`src/rtl/dct_seq_ctrl.sv`:
```
// dct_seq_ctrl: sequencer for the 8-point 1D-DCT datapath; clears the datapath, loads I0..I7 over a valid/ready handshake, strobes butterfly, scale and sign steps, then presents coefficients 0..7 over an output handshake
module dct_seq_ctrl #(
  parameter int DW = 8,
  parameter int NPT = 8,
  parameter int BFLY_CYCLES = 6,
  localparam int IW = $clog2(NPT),
  localparam int CW = $clog2(BFLY_CYCLES + 1)
) (
  input  logic          clk,
  input  logic          clr,
  input  logic          start,
  input  logic          in_valid,
  input  logic [DW-1:0] in_data,
  output logic          in_ready,
  output logic          ld_en,
  output logic [IW-1:0] ld_idx,
  output logic [DW-1:0] ld_data,
  output logic          dp_clr,
  output logic          calc_en,
  output logic          scale_en,
  output logic          sign_en,
  output logic          out_valid,
  input  logic          out_ready,
  output logic [IW-1:0] out_idx,
  output logic          out_last,
  output logic          busy,
  output logic          done
);
  typedef enum logic [2:0] {IDLE, CLR, LOAD, CALC, SCALE, SIGN, OUT} state_t;
  localparam logic [IW-1:0] LAST = IW'(NPT - 1);
  localparam logic [CW-1:0] CLAST = CW'(BFLY_CYCLES - 1);
  state_t state, state_n;
  logic [IW-1:0] ld_cnt, out_idx_n;
  logic [CW-1:0] cc;
  logic out_hs, dp_clr_n, calc_en_n, scale_en_n, sign_en_n, out_valid_n, busy_n, done_n;
  assign in_ready = state == LOAD;
  assign ld_en = in_valid & in_ready;
  assign ld_idx = ld_cnt;
  assign ld_data = in_data;
  assign out_hs = out_valid & out_ready;
  assign out_last = out_valid && out_idx == LAST;
  always_comb begin
    state_n = state;
    case (state)
      IDLE:    state_n = start ? CLR : IDLE;
      CLR:     state_n = LOAD;
      LOAD:    state_n = (ld_en && ld_cnt == LAST) ? CALC : LOAD;
      CALC:    state_n = (cc == CLAST) ? SCALE : CALC;
      SCALE:   state_n = SIGN;
      SIGN:    state_n = OUT;
      OUT:     state_n = (out_hs && out_idx == LAST) ? IDLE : OUT;
      default: state_n = IDLE;
    endcase
  end
  // Outputs are registered, so they are decoded from the upcoming state.
  always_comb begin
    dp_clr_n = state_n == CLR;
    calc_en_n = state_n == CALC;
    scale_en_n = state_n == SCALE;
    sign_en_n = state_n == SIGN;
    out_valid_n = state_n == OUT;
    busy_n = state_n != IDLE;
    done_n = state == OUT && state_n == IDLE;
    out_idx_n = state_n != OUT ? '0 : out_hs ? out_idx + 1'b1 : out_idx;
  end
  always_ff @(posedge clk) begin
    if (clr) begin
      state <= IDLE;
      ld_cnt <= '0;
      cc <= '0;
      out_idx <= '0;
      dp_clr <= 1'b0;
      calc_en <= 1'b0;
      scale_en <= 1'b0;
      sign_en <= 1'b0;
      out_valid <= 1'b0;
      busy <= 1'b0;
      done <= 1'b0;
    end else begin
      state <= state_n;
      ld_cnt <= state_n != LOAD ? '0 : ld_en ? ld_cnt + 1'b1 : ld_cnt;
      cc <= state == CALC ? cc + 1'b1 : '0;
      out_idx <= out_idx_n;
      dp_clr <= dp_clr_n;
      calc_en <= calc_en_n;
      scale_en <= scale_en_n;
      sign_en <= sign_en_n;
      out_valid <= out_valid_n;
      busy <= busy_n;
      done <= done_n;
    end
  end
endmodule

```
`config.mk`:
```
export PLATFORM = sky130hd
export DESIGN_NAME = dct_seq_ctrl
export DESIGN_NICKNAME = d
export VERILOG_FILES = /design/src/rtl/dct_seq_ctrl.sv
export SDC_FILE = /design/constraint.sdc
export NUM_CORES = 1
export LEC_CHECK = 0
export CAP_MARGIN = 5
export CORE_MARGIN = 4
export CORE_UTILIZATION = 42
export CTS_CLUSTER_DIAMETER = 60
export DETAILED_ROUTE_END_ITERATION = 7
export PLACE_DENSITY = 0.73
export SYNTH_ARGS = -nofsm -noshare
export SYNTH_HDL_FRONTEND = slang
export SYNTH_SLANG_ARGS = --single-unit
```
`constraint.sdc`:
```
create_clock -name clk -period 1.8 [get_ports clk]
set_clock_uncertainty 0.05 [all_clocks]
set_input_delay 0.27 -clock clk [delete_from_list [all_inputs] [get_ports clk]]
set_output_delay 0.27 -clock clk [all_outputs]
set_load 0.02 [all_outputs]
```
### Word-level counts from Yosys, hierarchy flattened

Cells that the tools add are included.

* add/subtract/negate cells: 3
* eq/ne operators: 16
* multiplexer cells: 5
* bitwise gates (word level): 3
* reduce and logical (&&, ||, !) cells: 10

Operators with widths (count)
* $eq A3 B3 Y1 const B: 9
* $pmux W3 S7: 1
* $add A3 B1 Y3 const B: 3
* $eq A3 B2 Y1 const B: 3
* $eq A3 B1 Y1 const B: 2
* $logic_not A3 Y1: 2
* $mux W3: 2
* $reduce_or A2 Y1: 3
* $logic_and A1 B1 Y1: 4
* $ne A3 B2 Y1 const B: 1
* $ne A3 B3 Y1 const B: 1
* $reduce_bool A3 Y1: 1
* $and A1 B1 Y1: 2
* $mux W1: 2
* $not A1 Y1: 1

* bits in registers: 19
* output and inout port bits: 24

### Longest topological paths before layout

Gate-level depths: netlist of the first run.

* depth in word-level cells: 7
* gate-level depth with buffers: 5

### Worst setup path after synthesis of the first run

No wires, ideal clock.

* path kind: reg2reg
* start point: register out_idx[0]
* end point: register state[1]
* library setup time: 0.131 ns
* data arrival time: 1.285 ns
* data required time: 1.619 ns
* path slack: 0.334 ns
* cell stages (with the launch flop): 6
* path buffers: 0
* clock period less this slack: 1.466 ns
* path through: dfxtp_1 > ha_1 > ha_1 > nand3_1 > a21oi_2 > a21oi_1

* cells in the longest elaborated chain, start to end: 4

Ends and longest elaborated chain
* from (decl): RTL line 24 `output logic [IW-1:0] out_idx,`
* from (signal assigned): RTL line 83 `out_idx <= out_idx_n;`
* $eq A3 B3 Y1: RTL line 51 `OUT: state_n = (out_hs && out_idx == LAST) ? IDLE : OUT;`
* $logic_and A1 B1 Y1: RTL line 51
* $mux W3: RTL line 51
* $pmux W3 S7: RTL line 44 `case (state)`
* to (signal assigned): RTL line 80 `state <= state_n;`
* to (decl): RTL line 32 `state_t state, state_n;`

Every way passes these cells.
A chain may end at the register's enable or synchronous reset.

### Final worst setup path of the first run

* start point: register out_idx[0]
* end point: output port out_last

* cells in the longest elaborated chain, start to end: 2

Ends and longest elaborated chain
* $eq A3 B3 Y1: RTL line 41 `assign out_last = out_valid && out_idx == LAST;`
* $logic_and A1 B1 Y1: RTL line 41
* to (decl): RTL line 25 `output logic out_last,`

Every way passes these cells.

==> impl_metrics.tcl, run 1 <==
set metrics [dict create \
    clock-root-buffer "clkbuf_4" \
    layout-drive-gt1-share_pct 23.9 \
    setup_ws_ns 0.142 \
    met2_usage_pct 20.9 \
    end_kind "output pin" \
    cts_buffers 3 \
    yosys.area_share.adder_pct 7.85 \
    cap_violations 0 \
    synthArstFlopShare_pct 0 \
    viasPerCell 5.26 \
    num_vias 741 \
    p_leak_nw 0.462 \
    netlist_area_sq_um 956 \
    synth_cell_types 38 \
    nets 133 \
    dp_hpwl_mm 1.45 \
    synth_compound_area_share_pct 13.9 \
    row_count 17 \
    grt_overflow_total 0 \
    diodes 0 \
    place_congestion 0.801 \
    worstPathArrival_ns 1.34 \
    cts.sinks 19 \
    power.density_nw_per_um2 733 \
    synth_top_cell_area_share_pct 39.8 \
    antenna_found_initial 0 \
    clk_pin_slew_ns 0.10 \
    synth.avg_cell_area_sq_um 9.96 \
    core_region_area_sq_um 2190 \
    die_x_microns 55.7 \
    area.growth.synth_to_final_pct 22.0 \
    drtPass1Iterations 4 \
    hold_ws_ns 0.417 \
    synth_area_leaders "dfxtp_1, buf_4, ha_1, nor3_2, mux2i_1" \
    drt-total-wl_mm 1.82 \
    ant_nets 0 \
    yosysTopAreaCell "dfxtp_1" \
    grt_pass1_vias 716 \
    grtUsageMet3_pct 4.41 \
    yosysWarnings 0 \
    yosysSeqAreaShare_pct 39.8 \
    synthesis.nets 115 \
    busiest_layer "met2" \
    numPortBuffers 20 \
    wl_per_cell_microns 12.9 \
    drc_errors 0 \
    cp-start-kind "flop" \
    gr-usage-met1_pct 13.1 \
    drtIter0Drc 13 \
    start_util_pct 43.6 \
    yosys.area_share.simple_pct 21.9 \
    fin_crit_sh_pct 92.1 \
    criticalPathCategory "reg2out" \
    total_power_mw 0.855 \
    grt_max_degree 12 \
    period_needed_ns 1.66 \
    ys_seq_elements 19 \
    peakVddDrop_mv 0.317 \
    rsz0062_at_grt "no" \
    synth_edf_count 0 \
    ys.flop_type "dfxtp_1" \
    max-slew-margin-rel_pct 78.1 \
    cp_max_fo 3 \
    die_area_sq_um 3100 \
    synth_top_family_by_area "simple AND/OR/NAND/NOR gates" \
    clk_latency_ns 0.30 \
    h-tree-depth 1 \
    tightest_slew_ns 0.326 \
    synth_xor_area_share_pct 2.75 \
    worstPathRequired_ns 1.48 \
    tns_ns 0 \
    grt_pass1_wl_mm 3.04 \
    track_usage_pct 12.6 \
    die_h_microns 55.7 \
    cts_buffer_depth 2 \
    status "completed" \
    maxSlewViolCount 0 \
    synth_cells 96 \
    hp-class "reg2reg" \
    setup_violations 0 \
    ios 37 \
    fmax_mhz 603 \
    pre_cts_slack_ns -0.232 \
    muxShareOfSynthArea_pct 4.19 \
    hold_violations 0 \
    cts_tree "yes" \
]
repair_timing:
item                       CTS  global route
setup endpoints to repair    3             3
gates resized for setup      5             7
buffers inserted             0             0
hold buffers                 0             0
sequential cells by signal, indices dropped and copies added, names as in the netlist:
name / flops
out_idx: 3
sign_en: 1
busy: 1
state: 3
scale_en: 1
cc: 3
calc_en: 1
dp_clr: 1
out_valid: 1
ld_idx: 3
done: 1
path summary, 6_finish.rpt:
kind	start	endpoint	slack [ns]	depth (start not counted)
max	out_idx[0]	out_last	0.14	4
min	cc[0]	cc[0]	0.42	1
max reg2reg	ld_idx[0]	calc_en	0.29	5
min reg2reg	cc[0]	cc[0]	0.42	1
placed cells by master, fill, tap and decap left out, types with 2 or more instances in the layout:
cell type        Yosys  routed
dfxtp_1             19      18
clkdlybuf4s50_1      0      17
nor2_1               6       6
ha_1                 6       6
buf_4               10       6
nor3_2               5       5
nor3_1               5       5
mux2i_1              4       4
nand3_1              3       3
nand2_1              3       3
a21oi_1              3       3
clkbuf_4             0       3
and2b_1              2       2
a21oi_2              2       2
xnor2_1              2       2
clkbuf_2             0       2
per-stage QoR:
| stage | instance area [sq um] | instances | utilization [%] |
|---|---|---|---|
| after detailed placement | 1150 | 137 | 52.4 |
| after global routing | 1170 | 141 | 53.2 |
| after floorplan | 956 | 96 | - |
| after global placement | 1150 | 137 | 52.4 |
| final | 1170 | 141 | 53.2 |
| after CTS | 1170 | 141 | 53.5 |
metal layers:
metal	vias up	routed length [microns]
li1	362	-
met1	349	736
met2	25	885
met3	5	145
met4	0	51
met5	-	0
report_power, final:
| group | switching, mW | leakage, nW | internal [mW] |
|---|---|---|---|
| Combinational | 0.108 | 0.293 | 0.0883 |
| Sequential | 0.0113 | 0.155 | 0.436 |
| Clock | 0.126 | 0.0150 | 0.0865 |
| Total | 0.244 | 0.462 | 0.611 |
critical path, cell delays in order, from the launching register on:
cell	delay (ns)
dfxtp_2	0.34
ha_1	0.20
ha_1	0.20
and2_1	0.15
buf_2	0.15
cell usage after synthesis (all sizes together), types with 2 or more instances:
library cell  count
nor3             10
buf              12
nand2             3
nor2              7
dfxtp            19
ha                6
o21bai            2
xnor2             2
and2b             2
a21oi             5
nand3             3
mux2i             4
layout make-up:
cell class	count	area, sq um
Inverter	1	3.75
Tap cell	28	35.0
Clock buffer	4	26.3
Timing Repair Buffer	26	230
Fill cell	200	1020
Multi-Input combinational cell	63	489
Sequential cell	19	382
cells by family (layout without fill, tap and decap cells):
group,Yosys count,count (layout)
AND/OR/NAND/NOR,33,33
flip-flops,19,19
AO/OA/AOI/OAI,17,17
buffers and inverters,14,31
adder cells (fa/ha/maj),6,6
multiplexers,4,4
XOR/XNOR,3,3
(Power assumes the default switching activity.)
==> run 2: changes to the inputs <==
--- a/config.mk
+++ b/config.mk
@@ -11,6 +11,7 @@
 export CTS_CLUSTER_DIAMETER = 60
 export DETAILED_ROUTE_END_ITERATION = 7
 export PLACE_DENSITY = 0.73
+export REMOVE_ABC_BUFFERS = 1
 export SYNTH_ARGS = -nofsm -noshare
 export SYNTH_HDL_FRONTEND = slang
 export SYNTH_SLANG_ARGS = --single-unit
==> impl_metrics.tcl, run 2 (synthesis results as in run 1) <==
set metrics [dict create \
    num_vias 746 \
    grt_max_degree 12 \
    ios 37 \
    reg2reg_depth 5 \
    criticalPathCategory "reg2out" \
    hold_depth 1 \
    layout-drive-gt1-share_pct 23.7 \
    setup_violations 0 \
    h-tree-depth 1 \
    die_area_sq_um 3100 \
    pre_cts_slack_ns -0.244 \
    placedInstanceArea_sq_um 1150 \
    layout_common_cells "dfxtp_1, clkdlybuf4s50_1, buf_4" \
    grt_overflow_total 0 \
    tightest_slew_ns 0.327 \
    diodes 0 \
    clock-root-buffer "clkbuf_4" \
    worstPathRequired_ns 1.48 \
    peakVddDrop_mv 0.415 \
    max-slew-margin-rel_pct 78.2 \
    clk_latency_ns 0.30 \
    start_util_pct 43.6 \
    ant_nets 0 \
    cp_max_fo 5 \
    core_region_area_sq_um 2190 \
    fmax_mhz 590 \
    p_leak_nw 0.471 \
    drt-total-wl_mm 1.80 \
    drc_errors 0 \
    drtIter0Drc 12 \
    hold_violations 0 \
    fin_crit_sh_pct 94.2 \
    row_count 17 \
    die_x_microns 55.7 \
    total_power_mw 0.867 \
    grt_pass1_wl_mm 2.97 \
    antenna_found_initial 0 \
    dp_hpwl_mm 1.45 \
    wl_per_cell_microns 12.6 \
    worstPathArrival_ns 1.38 \
    cp-start-kind "flop" \
    viasPerCell 5.25 \
    track_usage_pct 11.9 \
    setup_ws_ns 0.105 \
    cts_buffers 3 \
    place_congestion 0.802 \
    period_needed_ns 1.70 \
    rsz0062_at_grt "no" \
    cts_tree "yes" \
    status "completed" \
    finalInstanceArea_sq_um 1180 \
    drtPass1Iterations 4 \
    cap_violations 0 \
    power.density_nw_per_um2 732 \
    cts_buffer_depth 2 \
    cts.sinks 19 \
    hp-class "reg2reg" \
    final_common_cell "dfxtp_1" \
    maxSlewViolCount 0 \
    clk_pin_slew_ns 0.11 \
    area.growth.synth_to_final_pct 23.8 \
    nets 134 \
    numPortBuffers 20 \
    grt_pass1_vias 687 \
    tns_ns 0 \
    die_h_microns 55.7 \
    end_kind "output pin" \
]
==> run 2: layout make-up <==
class | instances | area, sq um
Fill cell | 201 | 1010
Multi-Input combinational cell | 63 | 489
Inverter | 1 | 3.75
Timing Repair Buffer | 27 | 246
Tap cell | 28 | 35.0
Sequential cell | 19 | 382
Clock inverter | 1 | 5.00
Clock buffer | 3 | 22.5
==> run 2: metal layers <==
metal / track usage [%] / up-vias / wire [microns]
met5: 0 / - / 0
met4: 6.25 / 0 / 39
met3: 4.18 / 5 / 111
met2: 18.4 / 26 / 896
met1: 14.5 / 349 / 748
li1: - / 366 / -
==> run 2: final timing paths <==
path	start	end	slack (ns)
setup / recovery	state[0]	in_ready	0.10
hold reg to reg	cc[0]	cc[0]	0.41
hold / removal	cc[0]	cc[0]	0.41
setup reg to reg	out_idx[0]	busy	0.33
==> run 2: critical path: stages (launching register included) <==
cell and delay, ns:
dfxtp_1 0.38, or2b_1 0.27, nor2_1 0.09, dlygate4sd2_1 0.33
==> run 2: through the flow <==
stage	hold slack [ns]	util (%)	instances
5_1_grt	0.445	54.0	142
3_3_place_gp	0.383	52.7	138
4_1_cts	0.423	54.1	142
3_5_place_dp	0.398	52.7	138
2_1_floorplan	0.289	-	83
6_report	0.413	54.0	142
==> run 2: what timing repair did <==
item	in CTS	in global routing
pin swaps	0	0
resized for setup	5	3
buffers inserted	0	0
hold buffers	0	0
gates cloned	0	0
setup endpoints to repair	3	3
==> run 2: where the power goes <==
group / switching [mW] / total [mW] / internal [mW]
combinational: 0.105 / 0.198 / 0.0928
sequential: 0.0140 / 0.451 / 0.437
clock: 0.135 / 0.217 / 0.0829
